File: src/rtl/idli_sqi_mem_m.sv
// Quad-SPI SRAM responder (23LC1024-style sequential READ/WRITE) backed by an
// internal byte array; the SQI pins are oversampled on the local clock.
module idli_sqi_mem_m #(
  parameter int MEM_BYTES = 256,
  parameter int ADDR_W    = 8
) (
  input  logic       i_mem_gck,
  input  logic       i_mem_rst_n,
  input  logic       i_mem_sqi_sck,
  input  logic       i_mem_sqi_cs,
  input  logic [3:0] i_mem_sqi_data,
  output logic [3:0] o_mem_sqi_data,
  output logic       o_mem_sqi_oe,
  output logic       o_mem_err
);

  typedef enum logic [2:0] {
    ST_IDLE,
    ST_CMD,
    ST_ADDR,
    ST_DUMMY,
    ST_RD_DATA,
    ST_WR_DATA,
    ST_ERR
  } state_t;

  logic [2:0]        sck_sync;
  logic [1:0]        cs_sync;
  logic [3:0]        data_s1;
  logic [3:0]        data_s2;
  logic              sck_rise;
  logic              sck_fall;
  logic              cs_high;

  state_t            state_q,   state_d;
  logic [2:0]        cnt_q,     cnt_d;
  logic [3:0]        cmd_q,     cmd_d;
  logic [23:0]       addr_q,    addr_d;
  logic [ADDR_W-1:0] ptr_q,     ptr_d;
  logic              is_read_q, is_read_d;
  logic [3:0]        wr_hi_q,   wr_hi_d;
  logic [3:0]        dout_q,    dout_d;
  logic              oe_q,      oe_d;
  logic              err_q,     err_d;

  logic              wr_en;
  logic [7:0]        wr_byte;
  logic [7:0]        rd_byte;

  logic [7:0]        mem [MEM_BYTES];

  // Two-flop synchronisers; the third sck flop gives the edge reference.
  always_ff @(posedge i_mem_gck or negedge i_mem_rst_n) begin
    if (!i_mem_rst_n) begin
      sck_sync <= 3'b000;
      cs_sync  <= 2'b11;
      data_s1  <= 4'h0;
      data_s2  <= 4'h0;
    end else begin
      sck_sync <= {sck_sync[1:0], i_mem_sqi_sck};
      cs_sync  <= {cs_sync[0], i_mem_sqi_cs};
      data_s1  <= i_mem_sqi_data;
      data_s2  <= data_s1;
    end
  end

  assign sck_rise = sck_sync[1] & ~sck_sync[2];
  assign sck_fall = ~sck_sync[1] & sck_sync[2];
  assign cs_high  = cs_sync[1];

  assign rd_byte  = mem[ptr_q];
  assign wr_byte  = {wr_hi_q, data_s2};

  always_ff @(posedge i_mem_gck or negedge i_mem_rst_n) begin
    if (!i_mem_rst_n) begin
      state_q   <= ST_IDLE;
      cnt_q     <= 3'd0;
      cmd_q     <= 4'h0;
      addr_q    <= 24'h0;
      ptr_q     <= '0;
      is_read_q <= 1'b0;
      wr_hi_q   <= 4'h0;
      dout_q    <= 4'h0;
      oe_q      <= 1'b0;
      err_q     <= 1'b0;
    end else begin
      state_q   <= state_d;
      cnt_q     <= cnt_d;
      cmd_q     <= cmd_d;
      addr_q    <= addr_d;
      ptr_q     <= ptr_d;
      is_read_q <= is_read_d;
      wr_hi_q   <= wr_hi_d;
      dout_q    <= dout_d;
      oe_q      <= oe_d;
      err_q     <= err_d;
    end
  end

  // cnt_q counts command/address/dummy nibbles, and doubles as the hi/lo
  // selector while streaming data bytes.
  always_comb begin
    state_d   = state_q;
    cnt_d     = cnt_q;
    cmd_d     = cmd_q;
    addr_d    = addr_q;
    ptr_d     = ptr_q;
    is_read_d = is_read_q;
    wr_hi_d   = wr_hi_q;
    dout_d    = dout_q;
    oe_d      = 1'b0;
    err_d     = 1'b0;
    wr_en     = 1'b0;

    if (cs_high) begin
      state_d = ST_IDLE;
      cnt_d   = 3'd0;
    end else begin
      case (state_q)
        ST_IDLE: begin
          state_d = ST_CMD;
          cnt_d   = 3'd0;
        end

        ST_CMD: begin
          if (sck_rise) begin
            if (cnt_q == 3'd0) begin
              cmd_d = data_s2;
              cnt_d = 3'd1;
            end else begin
              cnt_d = 3'd0;
              case ({cmd_q, data_s2})
                8'h03: begin
                  is_read_d = 1'b1;
                  state_d   = ST_ADDR;
                end
                8'h02: begin
                  is_read_d = 1'b0;
                  state_d   = ST_ADDR;
                end
                default: begin
                  state_d = ST_ERR;
                  err_d   = 1'b1;
                end
              endcase
            end
          end
        end

        ST_ADDR: begin
          if (sck_rise) begin
            addr_d = 24'({addr_q, data_s2});
            if (cnt_q == 3'd5) begin
              cnt_d   = 3'd0;
              ptr_d   = addr_d[ADDR_W-1:0];
              state_d = is_read_q ? ST_DUMMY : ST_WR_DATA;
            end else begin
              cnt_d = cnt_q + 3'd1;
            end
          end
        end

        ST_DUMMY: begin
          if (sck_rise) begin
            if (cnt_q == 3'd1) begin
              cnt_d   = 3'd0;
              state_d = ST_RD_DATA;
            end else begin
              cnt_d = 3'd1;
            end
          end
        end

        // Drive on the falling edge so the nibble is settled for the rise.
        ST_RD_DATA: begin
          oe_d = oe_q;
          if (sck_fall) begin
            oe_d = 1'b1;
            if (cnt_q == 3'd0) begin
              dout_d = rd_byte[7:4];
              cnt_d  = 3'd1;
            end else begin
              dout_d = rd_byte[3:0];
              cnt_d  = 3'd0;
              ptr_d  = ptr_q + 1'b1;
            end
          end
        end

        ST_WR_DATA: begin
          if (sck_rise) begin
            if (cnt_q == 3'd0) begin
              wr_hi_d = data_s2;
              cnt_d   = 3'd1;
            end else begin
              wr_en = 1'b1;
              cnt_d = 3'd0;
              ptr_d = ptr_q + 1'b1;
            end
          end
        end

        ST_ERR: begin
          state_d = ST_ERR;
        end

        default: begin
          state_d = ST_IDLE;
          cnt_d   = 3'd0;
        end
      endcase
    end
  end

  // Storage is deliberately left without reset.
  always_ff @(posedge i_mem_gck) begin
    if (wr_en) begin
      mem[ptr_q] <= wr_byte;
    end
  end

  assign o_mem_sqi_data = dout_q;
  assign o_mem_sqi_oe   = oe_q;
  assign o_mem_err      = err_q;

endmodule

File: config.mk
export PLATFORM = sky130hd
export DESIGN_NAME = idli_sqi_mem_m
export DESIGN_NICKNAME = d
export VERILOG_FILES = /design/src/rtl/idli_sqi_mem_m.sv
export SDC_FILE = /design/constraint.sdc
export NUM_CORES = 2
export LEC_CHECK = 0
export CAP_MARGIN = 15
export CORE_UTILIZATION = 45
export DETAILED_ROUTE_END_ITERATION = 16
export HOLD_SLACK_MARGIN = 0.15
export PLACE_DENSITY = 0.67
export SLEW_MARGIN = 20
export SYNTH_ARGS = -nofsm -noshare
export SYNTH_HDL_FRONTEND = slang
export SYNTH_SLANG_ARGS = --single-unit
File: constraint.sdc
create_clock -name i_mem_gck -period 13.7 [get_ports i_mem_gck]
set_input_delay 1.37 -clock i_mem_gck [delete_from_list [all_inputs] [get_ports i_mem_gck]]
set_output_delay 1.37 -clock i_mem_gck [all_outputs]
set_load 0.05 [all_outputs]
==> results by group <==
Outcome
  • Status: finished clean

Job
  • Number of max-cap violations: 0

Floorplanning
  • IO Count: 14
  • Die Ht: roughly 430 um
  • Core area: between 150000 and 200000 um^2
  • Horiz. Die Dim: 427 um
  • Initial Util: 0.454
  • Area of the die: between 150000 and 200000 um^2
  • Standard-cell rows: about 160

Clock network
  • Post-cts hold buffer count: 0
  • CTS root buf: clkbuf_16
  • Htree depth: 4
  • Post-CTS sizing: 0
  • TritonCTS clock tree: done
  • Worst-Skew Late Latency: around 860 ps
  • Clock transition at the registers of the reported paths: about 70 ps
  • CTS buffer count: between 200 and 250
  • Clock Sinks: roughly 2100
  • CTS max path bufs: 3
  • Setup bufs post-CTS: 0

Critical path
  • CP bufs+invs: 3
  • WP data required: ~14000 ps
  • CP max-delay cell: dfrtp_4
  • Crit. End Element: register
  • Reg2reg end: o_mem_sqi_data[2]
  • CP delay by family, top: buffers and inverters
  • Setup crit start kind: register
  • Critical path class: reg -> reg
  • Max stage delay on crit path: 940 ps
  • R2R Setup Slk: roughly 8000 ps
  • R2R cell count: 11
  • Peak fanout along the critical path: between 100 and 150
  • Critical R2R Launch: ptr_q[0]
  • Worst Path Arrival: 6450 ps
  • Crit path cell chain: buf_12 -> buf_12 -> buf_4 -> mux4_2 -> a22o_1 -> a221oi_1 -> o22ai_1 -> a211oi_1 -> nor2_1 -> a211oi_1 -> nor3_1

Synth
  • Top post-synthesis cells by area: edfxtp_1, mux4_2, nor2_1, dfrtp_1, mux2i_1
  • Cells after Synth: ~3800
  • Simple logic cell fraction of the synthesized area: 0.0281
  • Top FF cell, synth: edfxtp_1
  • Post-synth EDFFs: 2048
  • Synth Area in XOR/XNOR: 0.000108
  • Post-synthesis adder-cell area fraction: 0.000617
  • Yosys Warn Count: 0
  • Largest family of logic cells by synthesized area: multiplexers
  • Synth top area share: 0.758
  • Async set-reset flop share out of synthesis: 0.0220
  • Post-Syn Area per Cell: 21.3 um^2
  • Sequential share of the synthesized area: 0.772
  • Syn Nets: around 3800
  • Area leader, netlist: edfxtp_1
  • Yosys reg bits: between 2000 and 2500
  • Library cells used by synthesis: 64
  • Post-synthesis mux area share: 0.153
  • Post-Synthesis Cell Area: roughly 81000 um^2
  • Synth Area in Compound Gates: 0.0294

Timing
  • RSZ-0062 raised after global routing: no
  • Clock period minus worst slack: 5730 ps
  • Worst Clk Skew: 60.8 ps
  • # setup viols final: 0
  • Final worst-path cycle share: 0.419
  • Slew headroom: 0.232
  • Fmax: ~170 MHz
  • Max-slew violation count: 0
  • Final hold vios: 0
  • Setup TNS: 0 ps
  • Min Hold Slack: about 350 ps
  • Worst Tran Pin Value: 1150 ps

Pwr
  • Sequential Power Share: 0.445
  • Logic gate share of total power: 0.234
  • Leakage: roughly 27 nW
  • Sw Ratio: 0.299
  • P per Cell Area: roughly 190 nW/um^2
  • Psw: a little over 5 mW
  • P_int: 12.0 mW
  • Maximum vdd drop: around 0.00016 V
  • Clk pwr share: 0.320

Place
  • Dpl cells: a little over 6000
  • Placer Congestion: a little over 0.9
  • HPWL after DPL: around 130 mm
  • Placed cell areas: 83800 um^2
  • PortBufs: 13

Routing
  • Drt wl/cell: approximately 33 um
  • WL final: 214 mm
  • DRT antenna net count: 0
  • Routed vias/inst: 6.35
  • Drt drc: 0
  • DRT iter0 DRCs: 6106
  • DRT Pass-1 Iters: 6
  • DR vias: 40911

Global route
  • Overflow after GRT: 0
  • Pin count of the biggest net entering global routing: 109
  • Number of global-route vias before repair: about 40000
  • Initial antenna violation count: 5
  • GR Util All Layers: 0.236
  • Global-route wire length before repair: 302 mm

Cells and area
  • Area growth, synth to finish: 11.2%
  • Fin util: 0.505
  • Seq. cell area: 62700 um^2
  • Final std cells w/o fill: approximately 6400
  • Layout net count: between 3000 and 4000
  • Multi-input logic area: roughly 17000 um^2
  • Finished Cell Area: about 90000 um^2
  • Fraction of layout cells with a size suffix above 1: 0.232
  • Fill cells: about 14000

Hold path
  • Hold path endpoint: data_s2[1]
  • Worst hold start: data_s1[1]
  • Hold path cells: 0
  • HP Class: reg -> reg
[cell usage after synthesis, drive strengths merged (3+ instances only)]
| cell type | number |
|---|---|
| or3 | 3 |
| a21oi | 48 |
| dfrtp | 44 |
| a2111oi | 5 |
| buf | 124 |
| o21ai | 30 |
| a31oi | 10 |
| o221ai | 10 |
| nor3 | 15 |
| nand2 | 94 |
| and3 | 5 |
| inv | 7 |
| or4 | 3 |
| mux2 | 29 |
| o22a | 6 |
| o211ai | 11 |
| nor4 | 22 |
| nand4 | 9 |
| nand3 | 24 |
| a221oi | 17 |
| a311oi | 3 |
| edfxtp | 2048 |
| nor2b | 23 |
| nor2 | 297 |
| o2111ai | 3 |
| o22ai | 88 |
| a22o | 15 |
| and2 | 5 |
| nand2b | 16 |
| a22oi | 60 |
| clkbuf | 102 |
| ha | 4 |
| a211oi | 25 |
| mux2i | 90 |
| mux4 | 497 |
[stage by stage]
step	power [mW]	setup WS, ps
2_1_floorplan	10.3	9360
4_1_cts	17.1	7840
5_1_grt	17.5	7520
3_5_place_dp	11.7	7860
6_report	17.1	7970
3_3_place_gp	11.6	7840
[layout by cell type, fill, tap and decap left out, drive strengths merged, types with 16 or more instances in the layout]
cell type / instances
edfxtp: 2048
mux4: 497
nor2: 297
clkbuf: 250
clkinv: 105
buf: 96
nand2: 94
mux2i: 90
o22ai: 88
a22oi: 60
a21oi: 48
dfrtp: 44
o21ai: 30
mux2: 29
a211oi: 25
nand3: 24
nor2b: 23
nor4: 22
a221oi: 17
nand2b: 16
[state kept, by name (all words and copies together) (netlist names), 4 cells and up]
| signal | cells |
|---|---|
| ptr_q | 8 |
| data_s1 | 4 |
| addr_q | 4 |
| o_mem_sqi_data | 4 |
| data_s2 | 4 |
| mem | 2048 |
| cmd_q | 4 |
| wr_hi_q | 4 |
[per-layer routing]
metal | routed length, um | GRT usage | vias to the layer above
met1 | 83000 | 0.333 | 21713
met2 | 96300 | 0.346 | 2556
met4 | 10400 | 0.110 | 2
met5 | 12 | 0 | -
met3 | 23900 | 0.0586 | 458
li1 | - | - | 16182
[power by group through the flow]
stage | clock network, mW | logic (mW) | registers (mW)
after CTS | 5.51 | 3.94 | 7.61
after global placement | 0 | 3.90 | 7.73
after global routing | 5.74 | 4.13 | 7.61
after detailed placement | 0 | 3.93 | 7.74
final | 5.47 | 4.00 | 7.60
after floorplan | 0 | 2.51 | 7.82
[kinds of logic after synthesis]
family,after synthesis
xor gates and xnor gates,1
muxes,616
and+or+nand+nor,524
DFF,2094
buffers and inverters,233
AOI/OAI and AO/OA,346
adders and majority gates,4
[area by class of cell]
cell class,count,area share
clock inverters,129,0.0123
inverters,7,0.000291
flip-flops and latches,2094,0.695
multi-input cells,1491,0.191
diodes,4,0.000111
repair buffers,108,0.0100
well taps,2355,0.0326
clock buffers,250,0.0595
[worst max-delay path by stage]
| stage | startpoint | end | slack [ps] | cells past startpoint |
|---|---|---|---|---|
| final | ptr_q[0] | o_mem_sqi_data[2] | 7970 | 11 |
| after global routing | ptr_q[0] | o_mem_sqi_data[2] | 7520 | 11 |
| after CTS | ptr_q[0] | o_mem_sqi_data[2] | 7840 | 11 |
| after detailed placement | ptr_q[0] | o_mem_sqi_data[2] | 7860 | 11 |
| after global placement | ptr_q[0] | o_mem_sqi_data[2] | 7840 | 11 |
| after floorplan | data_s2[1] | is_read_q | 9360 | 3 |
No activity file was read; power rests on OpenSTA's default activity.
